`src/rtl/seg7_pkg.sv`:
```
// Shared constants and glyph table for the 7447-style seven-segment decoder.
// All values here are active-high: a 1 means the segment is lit.
package seg7_pkg;

  localparam int SEG_W = 7;

  localparam int SEG_A = 6;
  localparam int SEG_B = 5;
  localparam int SEG_C = 4;
  localparam int SEG_D = 3;
  localparam int SEG_E = 2;
  localparam int SEG_F = 1;
  localparam int SEG_G = 0;

  localparam logic [SEG_W-1:0] SEG_BLANK = 7'b0000000;
  localparam logic [SEG_W-1:0] SEG_ALL   = 7'b1111111;

  // 7447 glyphs: 6 has no top bar, 9 has no bottom bar, 10..14 are the odd TTL shapes.
  function automatic logic [SEG_W-1:0] glyph(input logic [3:0] code);
    logic [SEG_W-1:0] seg;
    seg = SEG_BLANK;
    case (code)
      4'd0:  seg = 7'b1111110;
      4'd1:  seg = 7'b0110000;
      4'd2:  seg = 7'b1101101;
      4'd3:  seg = 7'b1111001;
      4'd4:  seg = 7'b0110011;
      4'd5:  seg = 7'b1011011;
      4'd6:  seg = 7'b0011111;
      4'd7:  seg = 7'b1110000;
      4'd8:  seg = 7'b1111111;
      4'd9:  seg = 7'b1110011;
      4'd10: seg = 7'b0001101;
      4'd11: seg = 7'b0011001;
      4'd12: seg = 7'b0100011;
      4'd13: seg = 7'b1001011;
      4'd14: seg = 7'b0001111;
      default: seg = SEG_BLANK;
    endcase
    return seg;
  endfunction

endpackage

```
`src/rtl/seg7_rom.sv`:
```
// Combinational 4-to-7 lookup returning active-high segment patterns.
module seg7_rom
  import seg7_pkg::*;
(
  input  logic [3:0]       code_i,
  output logic [SEG_W-1:0] seg_o
);

  always_comb begin
    seg_o = glyph(code_i);
  end

endmodule

```
`src/rtl/behave_7447.sv`:
```
// Registered BCD-to-7-segment decoder with lamp-test, blanking and ripple blanking.
// Output polarity is chosen by ACTIVE_LOW; inversion happens only at the register input.
module behave_7447
  import seg7_pkg::*;
#(
  parameter bit ACTIVE_LOW = 1'b1
) (
  input  logic             clk,
  input  logic             rst,
  input  logic [3:0]       myInput,
  input  logic             lamp_test,
  input  logic             blank_in,
  input  logic             ripple_blank_in,
  output logic [SEG_W-1:0] myOutput,
  output logic             ripple_blank_out
);

  localparam logic [SEG_W-1:0] SEG_OFF = ACTIVE_LOW ? ~SEG_BLANK : SEG_BLANK;

  logic [SEG_W-1:0] romSeg;
  logic [SEG_W-1:0] segHigh;
  logic [SEG_W-1:0] seg_d, seg_q;
  logic             rbo_d, rbo_q;

  seg7_rom u_rom (
    .code_i (myInput),
    .seg_o  (romSeg)
  );

  // Blanking beats lamp test, which beats zero suppression, which beats decode.
  always_comb begin
    segHigh = SEG_BLANK;
    rbo_d   = 1'b0;
    if (blank_in) begin
      segHigh = SEG_BLANK;
    end else if (lamp_test) begin
      segHigh = SEG_ALL;
    end else if (ripple_blank_in && (myInput == 4'd0)) begin
      segHigh = SEG_BLANK;
      rbo_d   = 1'b1;
    end else begin
      segHigh = romSeg;
    end
    seg_d = ACTIVE_LOW ? ~segHigh : segHigh;
  end

  always_ff @(posedge clk) begin
    if (rst) begin
      seg_q <= SEG_OFF;
      rbo_q <= 1'b0;
    end else begin
      seg_q <= seg_d;
      rbo_q <= rbo_d;
    end
  end

  assign myOutput         = seg_q;
  assign ripple_blank_out = rbo_q;

endmodule

```
`config.mk`:
```
export PLATFORM = sky130hd
export DESIGN_NAME = behave_7447
export DESIGN_NICKNAME = d
export VERILOG_FILES = /design/src/rtl/seg7_pkg.sv /design/src/rtl/seg7_rom.sv /design/src/rtl/behave_7447.sv
export SDC_FILE = /design/constraint.sdc
export NUM_CORES = 1
export LEC_CHECK = 0
export ABC_AREA = 1
export CAP_MARGIN = 0
export CORE_MARGIN = 8
export CORE_UTILIZATION = 35
export DETAILED_ROUTE_END_ITERATION = 6
export HOLD_SLACK_MARGIN = 0.06
export MAX_ROUTING_LAYER = met4
export PLACE_DENSITY_LB_ADDON = 0.1
export SYNTH_ARGS = -nofsm -noshare
export SYNTH_HDL_FRONTEND = slang
export SYNTH_SLANG_ARGS = --single-unit
```
`constraint.sdc`:
```
create_clock -name clk -period 1.1 [get_ports clk]
set_input_delay 0.275 -clock clk [delete_from_list [all_inputs] [get_ports clk]]
set_output_delay 0.275 -clock clk [all_outputs]
set_load 0.005 [all_outputs]
```
==> impl_metrics.prom <==
# TYPE chip_impl_metric gauge
chip_impl_info{name="outcome",value="completed"} 1
chip_impl_metric{name="antenna-diode-count",unit=""} 0
chip_impl_metric{name="drc",unit=""} 0
chip_impl_metric{name="post_route_wl",unit="µm"} 1060
chip_impl_metric{name="synth.yosys.seq_area_share",unit="%"} 34.4
chip_impl_metric{name="total_core_area",unit="µm²"} 1270
chip_impl_metric{name="grt_antenna_before_repair",unit=""} 0
chip_impl_info{name="cts_tree",value="done"} 1
chip_impl_metric{name="critical_path_required",unit="ps"} 820
chip_impl_metric{name="grt_util_all_layers",unit="%"} 8.58
chip_impl_info{name="cp-startpoint",value="ripple_blank_out$_SDFF_PP0_"} 1
chip_impl_metric{name="initial_cell_density_of_the_core",unit="%"} 36.7
chip_impl_metric{name="synthesis.area_per_instance",unit="µm²"} 7.16
chip_impl_metric{name="via_count",unit=""} 463
chip_impl_metric{name="clock_tree.buffer_depth",unit=""} 2
chip_impl_metric{name="worst_hold_slack",unit="ps"} 509
chip_impl_metric{name="final_util",unit="%"} 57.4
chip_impl_metric{name="dieArea",unit="µm²"} 2750
chip_impl_metric{name="post_route_cells_drive_above_1_share",unit="%"} 26.7
chip_impl_metric{name="cts.sinks",unit=""} 8
chip_impl_metric{name="switchingPower",unit="mW"} 0.169
chip_impl_metric{name="timing_worst_slew_pin_value",unit="ps"} 252
chip_impl_metric{name="clock_power_share",unit="%"} 30.0
chip_impl_metric{name="grt_start_max_net_pins",unit=""} 8
chip_impl_info{name="worst_hold_startpoint",value="myInput[2]"} 1
chip_impl_metric{name="power.switching_fraction",unit="%"} 24.8
chip_impl_metric{name="area_growth",unit="%"} 56.5
chip_impl_metric{name="layout_min_cycle_time",unit="ps"} 1070
chip_impl_info{name="grt_setup_unrepaired",value="true"} 1
chip_impl_metric{name="post-layout-total-power",unit="mW"} 0.682
chip_impl_metric{name="number_of_i_o_pins",unit=""} 17
chip_impl_metric{name="die_w",unit="µm"} 52.5
chip_impl_metric{name="cts_max_level",unit=""} 1
chip_impl_metric{name="placement_rows",unit=""} 13
chip_impl_metric{name="powerDensity",unit="nW/µm²"} 937
chip_impl_metric{name="grt_first_pass_wirelength",unit="µm"} 1740
chip_impl_info{name="worstPathCellList",value="dlygate4sd2_1"} 1
chip_impl_metric{name="synth.distinct_cells",unit=""} 16
chip_impl_metric{name="cts_hold_buf",unit=""} 0
chip_impl_metric{name="num-fill-cells",unit=""} 134
chip_impl_metric{name="detail_route.iter0.violations",unit=""} 1
chip_impl_metric{name="seq_power_share",unit="%"} 45.3
chip_impl_metric{name="power_report.internal_total",unit="mW"} 0.513
chip_impl_metric{name="syn-instance-count",unit=""} 65
chip_impl_metric{name="timing.max_slew.rel_slack",unit="%"} 83.1
chip_impl_info{name="worst_hold_path_type",value="primary input to flip-flop"} 1
chip_impl_metric{name="die_height",unit="µm"} 52.5
chip_impl_info{name="critical_path_endpoint_category",value="primary output"} 1
chip_impl_metric{name="post-dp-hpwl",unit="µm"} 891
chip_impl_info{name="criticalPathCategory",value="flip-flop to primary output"} 1
chip_impl_metric{name="synthesis.nets",unit=""} 80
chip_impl_metric{name="port-buffer-count",unit=""} 16
chip_impl_metric{name="final-hold-violation-count",unit=""} 0
chip_impl_metric{name="drt-vias-per-instance",unit=""} 4.41
chip_impl_metric{name="path_clk_slew",unit="ps"} 50
chip_impl_metric{name="antenna_left",unit=""} 0
chip_impl_metric{name="arrival",unit="ps"} 790
chip_impl_info{name="timing.critical_path.slowest_stage_cell",value="dfxtp_1"} 1
chip_impl_metric{name="static-leakage-power",unit="nW"} 0.363
chip_impl_metric{name="final_slew_violations",unit=""} 0
chip_impl_metric{name="netlist_area",unit="µm²"} 465
chip_impl_info{name="startpoint_type",value="flip-flop"} 1
chip_impl_metric{name="detailedRoute.firstPassIterationCount",unit=""} 2
chip_impl_metric{name="critical-path-max-stage-delay",unit="ps"} 300
chip_impl_metric{name="fraction_of_power_consumed_by_combinational_cells",unit="%"} 24.7
chip_impl_metric{name="vdd_drop_max",unit="V"} 0.000258
chip_impl_metric{name="max_cap_viols",unit=""} 0
chip_impl_metric{name="finalSetupViolations",unit=""} 0
chip_impl_metric{name="number_of_flip_flops_and_latches_in_the_synthesized_netlist",unit=""} 8
chip_impl_metric{name="timing.critical_path.buf_inv",unit=""} 1
chip_impl_metric{name="critical_path.max_fanout",unit=""} 1
chip_impl_metric{name="global_route.overflow_total",unit=""} 0
chip_impl_metric{name="gp_congestion",unit=""} 0.768
chip_impl_metric{name="place.detailed.instances",unit=""} 102
chip_impl_metric{name="max_clock_freq",unit="MHz"} 936
chip_impl_metric{name="num-nets-final",unit=""} 107
chip_impl_info{name="clk_root_buffer_cell",value="clkbuf_4"} 1
chip_impl_metric{name="synthesis.yosys.warnings",unit=""} 0
chip_impl_metric{name="routedWlPerCell",unit="µm"} 10.1
chip_impl_metric{name="finalCritPeriodShare",unit="%"} 97.1
chip_impl_metric{name="cts_buffers",unit=""} 3
chip_impl_info{name="path_delay_family",value="flip-flops"} 1
chip_impl_metric{name="buffers_inserted_during_post_cts_setup_optimization",unit=""} 0
chip_impl_metric{name="first_global_vias",unit=""} 457
chip_impl_metric{name="fin_cells",unit=""} 105
chip_impl_metric{name="timing.setup.tns",unit="ps"} 0
[worst paths after layout]
kind              cells past startpoint  slack (ps)                     end
setup / recovery                      1          30        ripple_blank_out
hold / removal                        5         510  myOutput[1]$_SDFF_PP1_
[placed cells by master, fill, tap and decap left out]
master	count
buf_4	6
buf_6	1
clkbuf_2	2
clkbuf_4	3
clkdlybuf4s15_1	1
clkdlybuf4s50_1	4
dfxtp_1	8
dlygate4sd2_1	9
ha_1	5
ha_4	1
inv_1	5
inv_2	4
nand2_1	23
nand2_2	2
nand3_1	2
nor2_1	4
nor2_4	1
nor3_1	1
nor4_4	1
o211ai_1	1
o21ai_0	1
o21ai_1	2
o21ai_2	3
[Yosys cell counts]
cell / count / area share, %
o21ai_1: 2 / 2.2
nor2_1: 4 / 3.2
nand3_1: 2 / 2.2
inv_1: 7 / 5.6
nand2_1: 24 / 19
o21ai_2: 1 / 1.9
nor3_1: 1 / 1.1
ha_1: 6 / 16
o21ai_0: 3 / 3.2
nor2_4: 1 / 2.4
nand2_2: 1 / 1.3
buf_6: 1 / 2.4
dfxtp_1: 8 / 34
nor4_1: 1 / 1.3
o211ai_1: 1 / 1.6
inv_2: 2 / 1.6
[repair_timing]
action | in CTS | in global routing
gates resized for setup | 16 | 13
endpoints found under the hold margin | 0 | 0
setup endpoints to repair | 16 | 8
pin swaps | 3 | 2
[kinds of logic after synthesis]
kind of cell	Yosys count	share of synthesized area, %
flip-flops	8	34.4
AO/OA/AOI/OAI	7	8.87
adder cells (fa/ha/maj)	6	16.1
buffers and inverters	10	9.68
AND/OR/NAND/NOR	34	30.9
[per-layer routing]
layer | GRT usage [%] | part of all wire (%) | vias to the layer above
li1 | - | - | 250
met1 | 7.21 | 36 | 202
met5 | - | 0 | -
met3 | 1.70 | 7.1 | 2
met4 | 6.47 | 1.5 | 0
met2 | 16.0 | 55 | 9
[cell type report]
cell class / instances / area (µm²) / area share [%]
Clock buffer: 3 / 22.5 / 3.09
Timing Repair Buffer: 23 / 195 / 26.8
Inverter: 9 / 33.8 / 4.64
Multi-Input combinational cell: 47 / 298 / 40.9
Sequential cell: 8 / 160 / 22.0
Tap cell: 15 / 18.8 / 2.58
[stage by stage]
stage / cell area, µm² / setup slack [ps]
4_1_cts: 704 / 15.1
5_1_grt: 728 / -2.45
3_3_place_gp: 686 / -459
3_5_place_dp: 686 / -511
2_1_floorplan: 465 / 67.4
6_report: 728 / 31.9
[flip-flops by register name (all words and copies together) (netlist names)]
signal	flops
myOutput	7
ripple_blank_out	1
[power by group through the flow]
stage	clock (mW)	combinational (mW)	sequential, mW
2_1_floorplan	0	0.0712	0.318
3_3_place_gp	0	0.168	0.315
3_5_place_dp	0	0.169	0.316
4_1_cts	0.213	0.157	0.309
5_1_grt	0.228	0.189	0.310
6_report	0.205	0.168	0.309
Note: power is estimated with default switching activity, not from simulation.
==> patch: new RTL, same flow settings <==
Put one more register stage on the output `myOutput`, cleared by the reset. The value now appears one clock later. The other outputs are not delayed to match.
--- a/src/rtl/behave_7447.sv
+++ b/src/rtl/behave_7447.sv
@@ -54,7 +54,13 @@
     end
   end
 
-  assign myOutput         = seg_q;
+  always_ff @(posedge clk) begin
+    if (rst) begin
+      myOutput <= '0;
+    end else begin
+      myOutput <= seg_q;
+    end
+  end
   assign ripple_blank_out = rbo_q;
 
 endmodule
Function: changed (Yosys sat finds a counterexample within 4 cycles, from zero or initial values and one cycle with rst high).
==> patch against the original RTL <==
- design area increased by 32%
- sequential power increased by 89%
- sequential cell count increased by 7
- first-iteration DRC count increased to 10 times the old value
- worst hold slack got worse by 110 ps
- fmax increased by 1.7%
- synthesized cell count increased by 31%
- synthesized area increased by 40%
- worst setup slack improved by 17 ps
- wire length increased by 23%
- total power increased by 58%
- critical path type unchanged
- critical endpoint is now myOutput[5]
- highest routed layer unchanged
==> patch: results (changes against the original RTL) <==
* Met3 WL at 83 microns (was 75 microns)
* Wirelength per Cell at 9.15 microns (was 10.1 microns)
* Share of cells above drive strength 1 at 23.1% (was 26.7%)
* Non-clock buffer count at 29 (was 23)
* Syn Nets at 100 (was 80)
* Multi-input logic area at 300 sq um (was 298 sq um)
* M1 WL at 655 microns (was 383 microns)
* Synth cell types at 15 (was 16)
* First-pass GRT wire length at 2250 microns (was 1740 microns)
* Adder-Cell Fraction of Synth Area at 11.5% (was 16.1%)
* Post-synthesis sequential area ratio at 46.1% (was 34.4%)
* Reg clk slew, reported paths at 80 ps (was 50 ps)
* Total Routing Usage GR at 8.61% (was 8.58%)
* CP max stage cell: dfxtp_1 (unchanged)
* Status: finished, final reports clean (unchanged)
* M2 GR Usage at 12.6% (was 16.0%)
* ClkCell Share at 2.73% (was 3.09%)
* Clock buffers at 4 (was 3)
* Fillcell total at 178 (was 134)
* Pre-Repair DR Iteration Count at 4 (was 2)
* GR Layer Usage met3 at 4.34% (was 1.70%)
* Area contributors post-synth: dfxtp_1 46%, nand2_1 13%, ha_1 12% (was dfxtp_1 34%, nand2_1 19%, ha_1 16%)
* GPL Wtd Cong at 0.879 (was 0.768)
* Lkg Pwr at 0.000524 uW (was 0.000363 uW)
* Least-Margin Pin Slew at 232 ps (was 252 ps)
* Hpwl dp at 1080 microns (was 891 microns)
* Top post-synthesis cells by count: 22 x nand2_1, 15 x dfxtp_1, 14 x inv_1 (was 24 x nand2_1, 8 x dfxtp_1, 7 x inv_1)
* DRT iter0 DRCs at 10 (was 1)
* Sw power at 252 uW (was 169 uW)
* CTS sink cnt at 15 (was 8)
* NonClk Buf Share at 25.7% (was 26.8%)
* Total clock network power at 289 uW (was 205 uW)
* Pin count of the biggest net entering global routing at 10 (was 8)
* Post-synthesis compound-gate area fraction at 4.99% (was 8.87%)
* Met2 WL post-DR at 556 microns (was 581 microns)
* Via density at 4.15 (was 4.41)
* Fin nets at 133 (was 107)
* Gates resized, CTS repair at 17 (was 16)
* Reg area at 302 sq um (was 160 sq um)
* Hold Path Class: reg2reg (was in2reg)
* Nonclk inv count at 15 (was 9)
* Comb pwr at 201 uW (was 168 uW)
-- patch: changes by cell type after synthesis, moves of 2 or more --
cell / unedited run / this run
dfxtp_1: 8 / 15
nand2_1: 24 / 22
nand4_1: 0 / 3
inv_1: 7 / 14
nor2_1: 4 / 9
nand3_1: 2 / 6
o21ai_1: 2 / 0
-- patch: path summary, 6_finish.rpt --
kind          startpoint           to  slack (ps)  cells after the start
min             seg_q[1]  myOutput[1]         400                      2
max          myOutput[5]  myOutput[5]          50                      1
min reg2reg     seg_q[1]  myOutput[1]         400                      2
max reg2reg     seg_q[4]  myOutput[4]         610                      2
-- patch: per-stage QoR --
stage          instance area (sq um)  hold WS [ps]  total power [uW]  worst slack [ps]  setup TNS (ps)
2_1_floorplan                    652           354               684               103               0
3_3_place_gp                     936           393               810              -456           -3470
3_5_place_dp                     936           398               811              -485           -3600
4_1_cts                          956           410              1080             0.533               0
5_1_grt                          963           425              1140              2.43               0
6_report                         963           403              1070              49.3               0
